[src/rtl/fetch_unit.sv]
//------------------------------------------------------------------------------
// Module   : fetch_unit
// Purpose  : Instruction fetch stage with stall hold buffer and redirect.
// Revision : 1.0 - initial release
//------------------------------------------------------------------------------
`default_nettype none

module fetch_unit #(
    parameter logic [15:0] RESET_PC  = 16'h0000,
    parameter logic [15:0] NOP_INSTR = 16'h0000
) (
    input  logic        clk,
    input  logic        rst,
    input  logic        stall,
    input  logic        redirect,
    input  logic [15:0] redirect_pc,
    output logic        imem_req,
    output logic [15:0] imem_addr,
    input  logic        imem_ready,
    input  logic [15:0] imem_rdata,
    output logic [15:0] PC_plus_two,
    output logic [15:0] instruction,
    output logic        fetch_valid
);

    typedef enum logic [0:0] {
        S_FETCH = 1'b0,
        S_HOLD  = 1'b1
    } state_t;

    state_t      r_state, w_state_nxt;
    logic [15:0] r_pc, w_pc_nxt;
    logic [15:0] r_buf, w_buf_nxt;
    logic [15:0] r_instr, w_instr_nxt;
    logic [15:0] r_pc2, w_pc2_nxt;
    logic        r_valid, w_valid_nxt;

    always_ff @(posedge clk) begin
        if (rst) begin
            r_state <= S_FETCH;
            r_pc    <= RESET_PC;
            r_buf   <= 16'h0000;
            r_instr <= NOP_INSTR;
            r_pc2   <= 16'h0000;
            r_valid <= 1'b0;
        end else begin
            r_state <= w_state_nxt;
            r_pc    <= w_pc_nxt;
            r_buf   <= w_buf_nxt;
            r_instr <= w_instr_nxt;
            r_pc2   <= w_pc2_nxt;
            r_valid <= w_valid_nxt;
        end
    end

    always_comb begin
        w_state_nxt = r_state;
        w_pc_nxt    = r_pc;
        w_buf_nxt   = r_buf;
        w_instr_nxt = r_instr;
        w_pc2_nxt   = r_pc2;
        w_valid_nxt = r_valid;

        if (redirect) begin
            // Whatever memory returns this cycle belongs to the old path.
            w_state_nxt = S_FETCH;
            w_pc_nxt    = redirect_pc & 16'hFFFE;
            w_buf_nxt   = 16'h0000;
            w_instr_nxt = NOP_INSTR;
            w_valid_nxt = 1'b0;
        end else begin
            case (r_state)
                S_FETCH: begin
                    if (stall) begin
                        if (imem_ready) begin
                            w_buf_nxt   = imem_rdata;
                            w_pc_nxt    = r_pc + 16'd2;
                            w_state_nxt = S_HOLD;
                        end
                    end else if (imem_ready) begin
                        w_instr_nxt = imem_rdata;
                        w_pc2_nxt   = r_pc + 16'd2;
                        w_valid_nxt = 1'b1;
                        w_pc_nxt    = r_pc + 16'd2;
                    end else begin
                        w_instr_nxt = NOP_INSTR;
                        w_valid_nxt = 1'b0;
                    end
                end
                S_HOLD: begin
                    // pc was already advanced when the word was buffered.
                    if (!stall) begin
                        w_instr_nxt = r_buf;
                        w_pc2_nxt   = r_pc;
                        w_valid_nxt = 1'b1;
                        w_state_nxt = S_FETCH;
                    end
                end
                default: w_state_nxt = S_FETCH;
            endcase
        end
    end

    assign imem_req    = (r_state == S_FETCH);
    assign imem_addr   = r_pc;
    assign instruction = r_instr;
    assign PC_plus_two = r_pc2;
    assign fetch_valid = r_valid;

endmodule

`default_nettype wire

[config.mk]
export PLATFORM = sky130hd
export DESIGN_NAME = fetch_unit
export DESIGN_NICKNAME = d
export VERILOG_FILES = /design/src/rtl/fetch_unit.sv
export SDC_FILE = /design/constraint.sdc
export NUM_CORES = 1
export LEC_CHECK = 0
export ABC_CLOCK_PERIOD_IN_PS = 1700
export CORE_MARGIN = 3
export CORE_UTILIZATION = 47
export CTS_CLUSTER_SIZE = 12
export DETAILED_ROUTE_END_ITERATION = 6
export PLACE_DENSITY = 0.83
export SETUP_SLACK_MARGIN = 0.15
export SYNTH_ARGS = -nofsm -noshare
export SYNTH_HDL_FRONTEND = slang
export SYNTH_SLANG_ARGS = --single-unit
[constraint.sdc]
create_clock -name clk -period 1.7 [get_ports clk]
set_input_delay 0.425 -clock clk [delete_from_list [all_inputs] [get_ports clk]]
set_output_delay 0.425 -clock clk [all_outputs]
set_load 0.05 [all_outputs]
# Yosys cells after proc, flatten, opt, wreduce, memory -nomap -nowiden
# Cells that the tools add are included.
[op_classes]
reduce_logical = 6
muxes = 18
bitwise_logic = 2
eq_ne = 4
add_sub_neg = 1
[ops]
columns = ["cell", "n"]
rows = [
  ["$mux W16", 9],
  ["$pmux W16 S2", 2],
  ["$add A16 B2 Y16 const B", 1],
  ["$ne A2 B2 Y1 const B", 3],
  ["$mux W1", 5],
  ["$pmux W1 S2", 2],
  ["$reduce_and A2 Y1", 2],
  ["$reduce_and A4 Y1", 1],
  ["$reduce_and A3 Y1", 1],
  ["$ne A2 B1 Y1 const B", 1],
  ["$not A1 Y1", 2],
  ["$reduce_bool A2 Y1", 1],
  ["$reduce_or A2 Y1", 1],
]
[totals]
input_bits = 37
reg_bits = 66
out_inout_bits = 50
word_cells = 38

# Depth between registers and ports, before layout
[logic_depth]
word_depth = 4
mapped_depth = 7
mapped_depth_nobuf = 5

# Worst setup path after synthesis
# Ideal clock, no wire load.
[synth_timing]
kind = "register to register"
startpoint = "register r_pc[1], in the netlist imem_addr[1]"
endpoint = "register r_pc[13], in the netlist imem_addr[13]"
path_stages_with_launch = 6
path_buffers = 0
t_required_ns = 1.614
setup_time_ns = 0.086
t_arrival_ns = 1.836
synth_period_minus_slack_ns = 1.921
slack_ns = -0.221
path_cell_list = "dfxtp_1 ha_1 nand4b_1 nor4_2 xnor2_1 a211oi_1"
[synth_via]
elab_chain_len = 4
[synth_lines]
columns = ["element", "line", "rtl"]
rows = [
  ["start, declared", "32", "logic [15:0] r_pc, w_pc_nxt;"],
  ["start signal, assigned", "48", "r_pc <= w_pc_nxt;"],
  ["$add A16 B2 Y16", "77, 84", ""],
  ["$mux W16", "75, 80", ""],
  ["$mux W16", "72", "case (r_state)"],
  ["$mux W16", "64", "if (redirect) begin"],
]
# Every way passes these cells. The select of a mux whose other input is x is not followed.
# A chain may end at the register's enable or synchronous reset.

# Worst setup path in the final report
[layout_timing]
startpoint = "register r_pc[2], in the netlist imem_addr[2]"
endpoint = "register r_pc[7], in the netlist imem_addr[7]"
# Same word-level chain as after synthesis.

==> qor.json <==
{
  "rsz0062_at_grt": {"value": "true"},
  "post_synth.cell_area_avg": {"value": 7.94, "unit": "um^2"},
  "clkSinkCount": {"value": 64},
  "ys_async_sr_fraction": {"value": 0, "unit": "%"},
  "cellPowerDensity": {"value": 910, "unit": "mW/mm^2"},
  "cp_slowest_cell": {"value": "sky130_fd_sc_hd__dfxtp_4"},
  "synth.cells.most_frequent": {"value": "sky130_fd_sc_hd__dfxtp_1 (64), sky130_fd_sc_hd__nand2_1 (55), sky130_fd_sc_hd__a21oi_1 (51), sky130_fd_sc_hd__nor2_1 (51)"},
  "dp_hpwl": {"value": 5700, "unit": "um"},
  "timing.setup.critical_path_class": {"value": "reg -> reg"},
  "via_count": {"value": 3081},
  "num_antenna_cells": {"value": 0},
  "routed_wire_length_per_instance": {"value": 16.3, "unit": "um"},
  "tritoncts.num_buffers": {"value": 9},
  "htree_num_levels": {"value": 3},
  "detailedRoute.firstPassIterationCount": {"value": 5},
  "die_w": {"value": 85.5, "unit": "um"},
  "reg2reg_from": {"value": "imem_addr[2]$_SDFFE_PP0P_"},
  "die_area": {"value": 0.00730, "unit": "mm^2"},
  "netlist_top_cells_area": {"value": "sky130_fd_sc_hd__dfxtp_1 (43%), sky130_fd_sc_hd__a21oi_1 (8.6%), sky130_fd_sc_hd__nand2_1 (7.0%)"},
  "timing.critical_path.arrival": {"value": 1800, "unit": "ps"},
  "outcome": {"value": "complete, no violations"},
  "worst_ep_required_time": {"value": 1930, "unit": "ps"},
  "worstReg2RegEnd": {"value": "imem_addr[7]$_SDFFE_PP0P_"},
  "vias_in_the_first_global_route": {"value": 2849},
  "cap_viol_max_count": {"value": 0},
  "fillerInstances": {"value": 391},
  "worst_setup_path_start_kind": {"value": "register"},
  "synthFlopType": {"value": "sky130_fd_sc_hd__dfxtp_1"},
  "synthesis.area": {"value": 0.00297, "unit": "mm^2"},
  "postSynthCellCount": {"value": 374},
  "fp.dieH": {"value": 85.5, "unit": "um"},
  "final_util": {"value": 76.1, "unit": "%"},
  "setup_viol": {"value": 0},
  "layout_overhead_on_the_synthesized_area": {"value": 54.5, "unit": "%"},
  "multi_input_area": {"value": 0.00165, "unit": "mm^2"},
  "hold_depth": {"value": 2},
  "drc": {"value": 0},
  "port-buffer-count": {"value": 83},
  "initial_core_util": {"value": 49.3, "unit": "%"},
  "worstPathMaxFanout": {"value": 6},
  "nets": {"value": 508},
  "crit_path_cells": {"value": "ha_4, and4b_2, nand4_1, xor2_1, a211oi_1"},
  "hold_path_end": {"value": "r_buf[13]$_SDFFE_PP0P_"},
  "hold_class": {"value": "reg -> reg"},
  "antenna_violating_nets_post_route": {"value": 0},
  "share_of_final_layout_standard_cells_stronger_than_drive_strength_1": {"value": 27.2, "unit": "%"},
  "gr-usage-all-layers": {"value": 23.2, "unit": "%"},
  "hold_ws": {"value": 460, "unit": "ps"},
  "regToRegSetupSlack": {"value": 140, "unit": "ps"},
  "avgViaCountPerCell": {"value": 5.60},
  "rows": {"value": 28},
  "grt_first_pass_wirelength": {"value": 13400, "unit": "um"},
  "grt_start_max_net_pins": {"value": 35},
  "clk_path_buf_depth": {"value": 2},
  "layout_worst_path_cycle_share": {"value": 91.9, "unit": "%"},
  "synth-edff-count": {"value": 0},
  "top_area_cell_type_share_of_the_netlist_area": {"value": 43.2, "unit": "%"},
  "cts_tree": {"value": "built"},
  "seq_area_frac_synth": {"value": 43.2, "unit": "%"},
  "ff2ff_path_depth": {"value": 5},
  "drt_wl_total": {"value": 8970, "unit": "um"},
  "final.setup_skew": {"value": 8.34, "unit": "ps"},
  "clkSlewWorstSetupHoldPaths": {"value": 80, "unit": "ps"},
  "report.final.hold_viol_count": {"value": 0},
  "clock-root-buffer": {"value": "sky130_fd_sc_hd__clkbuf_8"},
  "first_iter_violations": {"value": 232},
  "io_pins": {"value": 87},
  "seq_area": {"value": 0.00132, "unit": "mm^2"},
  "synth_seq_cells": {"value": 64},
  "gp_congestion": {"value": 0.795},
  "netlist.top_cell.by_area": {"value": "sky130_fd_sc_hd__dfxtp_1"},
  "gr-total-overflow": {"value": 0},
  "cell_variety_after_synth": {"value": 32},
  "max_stage_delay": {"value": 420, "unit": "ps"},
  "ir_worst_vdd": {"value": 0.624, "unit": "mV"},
  "pleak": {"value": 1.70, "unit": "nW"},
  "antenna_violations_before_repair": {"value": 0},
  "synth_warnings": {"value": 0},
  "slew_viol_final": {"value": 0},
  "critPathCaptureType": {"value": "register"},
  "synth_most_common_cell": {"value": "sky130_fd_sc_hd__dfxtp_1"},
  "maxClockFrequency": {"value": 640, "unit": "MHz"},
  "clkLatencyLatePin": {"value": 350, "unit": "ps"},
  "worst_hold_startpoint": {"value": "r_buf[13]$_SDFFE_PP0P_"},
  "core": {"value": 0.00603, "unit": "mm^2"},
  "final_period_minus_worst_setup_slack": {"value": 1560, "unit": "ps"},
  "postCtsHoldBufs": {"value": 0}
}
-- final cells by class --
| class | instances | area share (%) |
|---|---|---|
| clock buffers | 12 | 4.34 |
| clock inverters | 4 | 1.69 |
| inverters | 5 | 0.409 |
| multi-input cells | 273 | 36.1 |
| flip-flops and latches | 64 | 28.8 |
| well taps | 75 | 2.05 |
| repair buffers | 117 | 26.7 |
-- metal layers --
layer	GRT usage, %	vias up	part of all wire [%]
met5	0	-	0
met4	11.1	0	2.7
met3	5.53	27	6.6
met2	38.3	142	49
met1	28.4	1435	41
li1	-	1477	-
-- cells by family (layout without fill, tap and decap cells) --
family / after synthesis / after routing / synth area share [%]
other: 1 / 2 / 0.126
adder cells (fa/ha/maj): 1 / 1 / 0.422
flip-flops: 64 / 64 / 43.2
AND/OR/NAND/NOR: 162 / 162 / 26.2
AO/OA/AOI/OAI: 79 / 79 / 15.6
multiplexers: 4 / 4 / 1.35
XOR/XNOR: 25 / 25 / 7.38
buffers and inverters: 38 / 138 / 5.73
-- worst max-delay path by stage --
stage	from	endpoint	slack [ps]	cells after the start
floorplan	imem_addr[1]$_SDFFE_PP0P_	imem_addr[13]$_SDFFE_PP0P_	130	5
CTS	r_state$_SDFF_PP0_	imem_req	90	3
detailed placement	imem_ready	imem_addr[14]$_SDFFE_PP0P_	-350	5
global route	imem_addr[9]$_SDFFE_PP0P_	imem_addr[15]$_SDFFE_PP0P_	60	4
global placement	imem_ready	imem_addr[12]$_SDFFE_PP0P_	-310	5
finish	imem_addr[2]$_SDFFE_PP0P_	imem_addr[7]$_SDFFE_PP0P_	140	5
-- power breakdown --
| group | internal, mW | switching, mW |
|---|---|---|
| combinational | 0.349 | 0.431 |
| sequential | 1.56 | 0.0986 |
| clock | 1.10 | 0.636 |
-- worst max-delay path, delay by kind of cell, from the launching register on --
kind / cells / cell delay (ps)
simple gates: 2 / 390
xor+xnor: 1 / 160
fa+ha+maj: 1 / 170
flops: 1 / 420
compound gates: 1 / 300
-- through the flow --
step                      instances  instance area, um^2  worst slack, ps  total power, mW  TNS (ps)
after global placement          523                 4100             -310             2.42     -9440
after CTS                       541                 4440             91.8             4.15         0
after detailed placement        523                 4100             -353             2.43    -11200
after floorplan                 375                 3040              128             2.09         0
final                           550                 4590              137             4.17         0
after global routing            550                 4590             64.8             4.30         0
-- state kept, by name, indices dropped and copies added, names as in the netlist --
register	flops
fetch_valid	1
instruction	16
imem_addr	15
r_state	1
PC_plus_two	15
r_buf	16
-- cells in the final DEF, fill, tap and decap left out, types with 2 or more instances in the layout --
cell type and n:
sky130_fd_sc_hd__o21ai_0 2, sky130_fd_sc_hd__nor2_1 51, sky130_fd_sc_hd__nor3_1 9, sky130_fd_sc_hd__a311oi_1 3, sky130_fd_sc_hd__mux2i_1 4, sky130_fd_sc_hd__dfxtp_1 50, sky130_fd_sc_hd__nand2_1 55, sky130_fd_sc_hd__clkbuf_8 9
sky130_fd_sc_hd__inv_1 4, sky130_fd_sc_hd__dfxtp_4 8, sky130_fd_sc_hd__nor3_2 3, sky130_fd_sc_hd__xor2_1 2, sky130_fd_sc_hd__xnor2_1 23, sky130_fd_sc_hd__clkinv_4 2, sky130_fd_sc_hd__nand4_1 5, sky130_fd_sc_hd__dfxtp_2 6
sky130_fd_sc_hd__bufinv_16 2, sky130_fd_sc_hd__nand3_1 2, sky130_fd_sc_hd__clkdlybuf4s50_1 33, sky130_fd_sc_hd__nor2b_1 2, sky130_fd_sc_hd__nand3b_1 19, sky130_fd_sc_hd__nor4_2 4, sky130_fd_sc_hd__a211oi_1 23, sky130_fd_sc_hd__a21oi_1 51
sky130_fd_sc_hd__buf_12 19, sky130_fd_sc_hd__buf_4 60, sky130_fd_sc_hd__conb_1 2, sky130_fd_sc_hd__nor4_4 3, sky130_fd_sc_hd__nand4_4 2, sky130_fd_sc_hd__clkbuf_16 4
-- timing repair --
item	4_1_cts	5_1_grt
resized for setup	12	10
pin swaps	3	3
buffers inserted	2	8
setup endpoints to repair	38	16
gates cloned	0	1
(Power assumes the default switching activity.)
